===== src/rtl/pipe_isqrt_pkg.sv =====
// Shared widths and the restoring square-root digit step used by every pipeline stage.
// The step works on a fixed wide word so any stage width can reuse it and truncate.
package pipe_isqrt_pkg;

    localparam int W_DEF  = 8;
    localparam int TW_DEF = 8;
    localparam int N      = W_DEF + 1;
    localparam int RW     = 2 * W_DEF + 2;
    localparam int REMW   = W_DEF + 3;
    localparam int MAXW   = 32;

    typedef logic [MAXW-1:0] word_t;

    typedef struct packed {
        word_t rem;
        word_t root;
    } step_t;

    // One root bit: bring down two radicand bits, try subtracting (4*root + 1).
    function automatic step_t isqrt_step(input word_t rem, input word_t root,
                                         input logic [1:0] two_bits);
        word_t r;
        word_t t;
        step_t s;
        r = (rem << 2) | word_t'(two_bits);
        t = (root << 2) | word_t'(1);
        if (r >= t) begin
            s.rem  = r - t;
            s.root = (root << 1) | word_t'(1);
        end else begin
            s.rem  = r;
            s.root = root << 1;
        end
        return s;
    endfunction

endpackage


===== src/rtl/pipe_isqrt_stage.sv =====
// One registered restoring-sqrt digit step carrying valid, shifted radicand, partial
// remainder, partial root and the sideband tag.
module pipe_isqrt_stage #(
    parameter int W  = 8,
    parameter int TW = 8
) (
    input  logic           clk,
    input  logic           rst_n,
    input  logic           en,
    input  logic           prev_valid,
    input  logic [2*W+1:0] prev_rad,
    input  logic [W+2:0]   prev_rem,
    input  logic [W:0]     prev_root,
    input  logic [TW-1:0]  prev_tag,
    output logic           valid,
    output logic [2*W+1:0] rad,
    output logic [W+2:0]   rem,
    output logic [W:0]     root,
    output logic [TW-1:0]  tag
);
    import pipe_isqrt_pkg::*;

    step_t step;
    logic  unused_hi;

    assign step = isqrt_step(word_t'(prev_rem), word_t'(prev_root), prev_rad[2*W+1 -: 2]);
    // Upper bits of the wide step are always zero for a valid radicand.
    assign unused_hi = ^{step.rem[MAXW-1:W+3], step.root[MAXW-1:W+1]};

    always_ff @(posedge clk or negedge rst_n) begin
        if (!rst_n) begin
            valid <= 1'b0;
            rad   <= '0;
            rem   <= '0;
            root  <= '0;
            tag   <= '0;
        end else if (en) begin
            valid <= prev_valid;
            rad   <= {prev_rad[2*W-1:0], 2'b00};
            rem   <= step.rem[W+2:0];
            root  <= step.root[W:0];
            tag   <= prev_tag;
        end
    end

endmodule


===== src/rtl/pipe_isqrt.sv =====
// Pipelined restoring integer square root, one root bit per stage, with
// bubble-collapsing valid/ready backpressure; the last stage drives the outputs.
module pipe_isqrt #(
    parameter int W  = 8,
    parameter int TW = 8
) (
    input  logic           clk,
    input  logic           rst_n,
    input  logic           in_valid,
    output logic           in_ready,
    input  logic [2*W+1:0] in_s2,
    input  logic [TW-1:0]  in_tag,
    output logic           out_valid,
    input  logic           out_ready,
    output logic [W:0]     out_root,
    output logic [W+1:0]   out_rem,
    output logic [TW-1:0]  out_tag
);
    import pipe_isqrt_pkg::*;

    localparam int NS = W + 1;

    // Index 0 is the input port; index k+1 is the register of stage k.
    logic [NS:0]    vld_c;
    logic [2*W+1:0] rad_c  [NS+1];
    logic [W+2:0]   rem_c  [NS+1];
    logic [W:0]     root_c [NS+1];
    logic [TW-1:0]  tag_c  [NS+1];
    logic [NS-1:0]  en;
    logic           unused_top;

    assign vld_c[0]  = in_valid;
    assign rad_c[0]  = in_s2;
    assign rem_c[0]  = '0;
    assign root_c[0] = '0;
    assign tag_c[0]  = in_tag;

    for (genvar k = 0; k < NS; k++) begin : g_stage
        // A stage may load if it or any stage downstream has a hole, or the output drains.
        assign en[k] = out_ready | ~(&vld_c[NS:k+1]);

        pipe_isqrt_stage #(.W(W), .TW(TW)) u_stage (
            .clk       (clk),
            .rst_n     (rst_n),
            .en        (en[k]),
            .prev_valid(vld_c[k]),
            .prev_rad  (rad_c[k]),
            .prev_rem  (rem_c[k]),
            .prev_root (root_c[k]),
            .prev_tag  (tag_c[k]),
            .valid     (vld_c[k+1]),
            .rad       (rad_c[k+1]),
            .rem       (rem_c[k+1]),
            .root      (root_c[k+1]),
            .tag       (tag_c[k+1])
        );
    end

    assign in_ready  = en[0];
    assign out_valid = vld_c[NS];
    assign out_root  = root_c[NS];
    // Final remainder is at most 2*root, so its top bit is always zero.
    assign out_rem    = rem_c[NS][W+1:0];
    assign out_tag    = tag_c[NS];
    assign unused_top = ^{rem_c[NS][W+2], rad_c[NS]};

endmodule

===== config.mk =====
export PLATFORM = sky130hd
export DESIGN_NAME = pipe_isqrt
export DESIGN_NICKNAME = d
export VERILOG_FILES = /design/src/rtl/pipe_isqrt_pkg.sv /design/src/rtl/pipe_isqrt_stage.sv /design/src/rtl/pipe_isqrt.sv
export SDC_FILE = /design/constraint.sdc
export NUM_CORES = 1
export LEC_CHECK = 0
export ABC_AREA = 1
export CAP_MARGIN = 20
export CORE_ASPECT_RATIO = 0.6
export CORE_MARGIN = 3
export CORE_UTILIZATION = 45
export CTS_CLUSTER_DIAMETER = 120
export DETAILED_ROUTE_END_ITERATION = 12
export GPL_TIMING_DRIVEN = 0
export PLACE_DENSITY = 0.58
export SLEW_MARGIN = 40
export SYNTH_ARGS = -nofsm -noshare
export SYNTH_HDL_FRONTEND = slang
export SYNTH_SLANG_ARGS = --single-unit
export TNS_END_PERCENT = 100

===== constraint.sdc =====
create_clock -name clk -period 2.1 [get_ports clk]
set_clock_uncertainty 0.1 [all_clocks]
set_input_delay 0.21 -clock clk [delete_from_list [all_inputs] [get_ports clk]]
set_output_delay 0.21 -clock clk [all_outputs]
set_load 0.01 [all_outputs]

==> qor.csv <==
stage,metric,value,unit
logic_synthesis,synth_area,14700,µm²
timing,clock.fmax,472,MHz
logic_synthesis,synth_common_cells,"nand2_1, dfrtp_1, inv_1",
route,final_antenna_net_count,0,
timing,maxSlewHeadroom,55.8,%
timing,min_period,2.12,ns
logic_synthesis,synthAdderAreaFrac,4.60,%
logic_synthesis,synthCells,1908,
cells_and_area,nets,2121,
cells_and_area,layout-drive-gt1-share,11.8,%
logic_synthesis,synth_area_leader_cell,dfrtp_1,
placement,place_congestion,0.946,
route,avgRoutedWirePerCell,16.8,µm
critical_path,required,1.79,ns
timing,finalSetupViolCount,1,
cells_and_area,final_core_util,56.1,%
pwr,cellPowerDensity,1660,nW/µm²
critical_path,slowest_delay,0.37,ns
global_routing,grt_max_degree,72,
worst_hold_path,worstHoldPathType,primary input to asynchronous set/reset pin,
timing,worstMarginPinSlew,0.662,ns
logic_synthesis,synth_edf_count,0,
clock_network,path_clk_slew,0.07,ns
logic_synthesis,async_flop_share,100,%
route,vias,12794,
pwr,irDropWorstVdd,0.000727,V
logic_synthesis,synth_area_leaders,"dfrtp_1, nand2_1, inv_1",
logic_synthesis,synthMuxAreaShare,0,%
logic_synthesis,yosysSeqAreaShare,48.9,%
cells_and_area,area_growth,21.0,%
route,drc,0,
global_routing,grt_usage,23.5,%
route,routed_via_density,5.17,
global_routing,antenna_found_initial,0,
critical_path,crit_path_end_kind,output pin,
global_routing,grt_pass1_wl,65000,µm
clock_network,cts_max_level,1,
logic_synthesis,yosys.cell_types.count,40,
die,fp.dieArea,34900,µm²
logic_synthesis,synthFlopType,dfrtp_1,
pwr,power_leakage,8.99,nW
run,drv_cap,0,
timing,fin_crit_sh,101,%
die,coreArea,31700,µm²
clock_network,cts_sinks,287,
logic_synthesis,synth_xor_area_share,1.97,%
die,num_rows,50,
critical_path,r2r.worst_path.cells,8,
clock_network,clock_latency,0.57,ns
placement,dpl_cell_area,15900,µm²
critical_path,critPathLaunchType,flip-flop,
die,die_y,146,µm
timing,slew_violations,0,
route,dr.pass1.iters,6,
timing,fin_hold_ws,0.0331,ns
cells_and_area,final_cell_area,17800,µm²
route,finalWirelength,41600,µm
clock_network,cts_buffer_depth,3,
critical_path,crit_fanout,2,
placement,dp_hpwl,31600,µm
critical_path,crit_slowest_cell,dfrtp_1,
timing,hold_viol_final,0,
critical_path,worst-path-buf-inv,2,
logic_synthesis,ys_seq_elements,287,
clock_network,numCtsBuffers,28,
global_routing,grt_overflow,0,
logic_synthesis,synthSimpleGateAreaFrac,30.7,%
critical_path,path_delay_family,simple AND/OR/NAND/NOR gates,
outcome,status,"complete, but fails checks",
timing,setup_tns,-0.0180,ns
timing,setup_ws,-0.0180,ns
critical_path,critPathKind,flip-flop to output pin,
logic_synthesis,synth_compound_area_share,6.36,%
outcome,violations,setup timing,
clock_network,cts_tree,done,
die,die_x,239,µm
critical_path,path_depth,8,
critical_path,critPathMostFrequentCell,nand2_2,
logic_synthesis,synth_top_family_by_area,simple AND/OR/NAND/NOR gates,
route,drt-initial-drc-count,1230,
timing,rsz0062_at_grt,yes,
logic_synthesis,yosysMostFrequentCell,nand2_1,
logic_synthesis,synth_top_cell_area_share,48.9,%
logic_synthesis,ys_warn_count,0,
clock_network,cts_root_buffer,clkbuf_16,
critical_path,path_cells,nand2_2 -> nor3_4 -> nand3_4 -> inv_8 -> nand2_8 -> nor2_4 -> nand2_2 -> buf_6,
logic_synthesis,mappedNetlistNets,1992,
pwr,total_power,0.0295,W
critical_path,cp.arrival,1.81,ns
die,start_util,46.4,%
die,ios,59,
logic_synthesis,synth.avg_cell_area,7.69,µm²
global_routing,grt_pass1_vias,11453,
placement,port_buffers,58,
[power breakdown]
part / internal [W] / switching [W] / total (W)
clock: 0.00313 / 0.00225 / 0.00538
sequential: 0.00769 / 0.00169 / 0.00938
combinational: 0.00575 / 0.00899 / 0.0147
[cell type report]
cell class	count	area, µm²
Buffer	66	380
Timing Repair Buffer	98	986
Antenna cell	1	2.50
Inverter	209	803
Tap cell	416	520
Clock buffer	36	781
Fill cell	3040	13900
Clock inverter	15	205
Sequential cell	287	7190
Multi-Input combinational cell	1347	6890
[layout by cell type, fill, tap and decap left out, types with 4 or more instances in the layout]
master,n
buf_1,4
buf_4,42
nor2_4,5
clkinv_2,9
clkdlybuf4s50_1,56
nand2_2,11
xnor2_1,15
or2_2,4
nand3_2,6
inv_1,187
o21ai_0,109
a21oi_1,20
clkbuf_8,5
nand3_1,126
dfrtp_1,281
nand2_1,693
nor3_2,4
dfrtp_2,6
inv_2,15
nand3b_1,9
clkbuf_16,28
buf_6,10
clkbuf_2,5
nand4_1,54
bufinv_16,4
o21ai_1,27
ha_4,15
ha_2,6
buf_2,17
nor2_1,126
nand2_4,5
nor2_2,7
nor3_1,24
clkbuf_1,23
xor2_1,18
a21oi_2,8
ha_1,33
buf_16,4
[registers in the layout, summed over array words and instances, names as in the netlist]
signal / cells
g_stage.u_stage.root: 45
g_stage.u_stage.rem: 89
g_stage.u_stage.tag: 72
g_stage.u_stage.valid: 9
g_stage.u_stage.rad: 72
[logic make-up after synthesis]
family / count (synthesis)
and+or+nand+nor: 1080
DFF: 287
buffers and inverters: 276
AOI/OAI and AO/OA: 178
adders and majority gates: 54
xor gates and xnor gates: 33
[timing repair]
item / CTS / global route
pin swaps: 5 / 23
gates cloned: 0 / 4
hold endpoints to repair: 223 / 0
buffers inserted: 11 / 22
setup endpoints to repair: 165 / 159
hold buffers: 1 / 0
gates resized for setup: 53 / 125
[layer usage]
metal,global-route usage (%),up-vias,routed length [µm]
li1,-,6316,-
met5,0,-,0
met1,42.5,6091,23500
met3,5.66,32,3520
met4,2.90,0,416
met2,27.2,355,14200
[final timing paths]
kind	startpoint	to	slack [ns]
max reg2reg	g_stage[6].u_stage.rem[5]	g_stage[7].u_stage.rem[0]	0.06
min in group clk	in_s2[10]	g_stage[0].u_stage.rad[12]	0.11
min reg2reg	g_stage[4].u_stage.rad[13]	g_stage[5].u_stage.rad[15]	0.37
max	g_stage[6].u_stage.valid	in_ready	-0.02
min	rst_n	g_stage[2].u_stage.rem[5]	0.03
max in group asynchronous	rst_n	g_stage[6].u_stage.rem[0]	0.86
[stage by stage]
step / std cells / setup WS (ns)
after global placement: 2382 / -12.18
after CTS: 2448 / -0.0706
after detailed placement: 2386 / -0.404
after global routing: 2474 / -0.125
final: 2475 / -0.0180
after floorplan: 1908 / 0.178
Power figures use the tool's default switching activity.
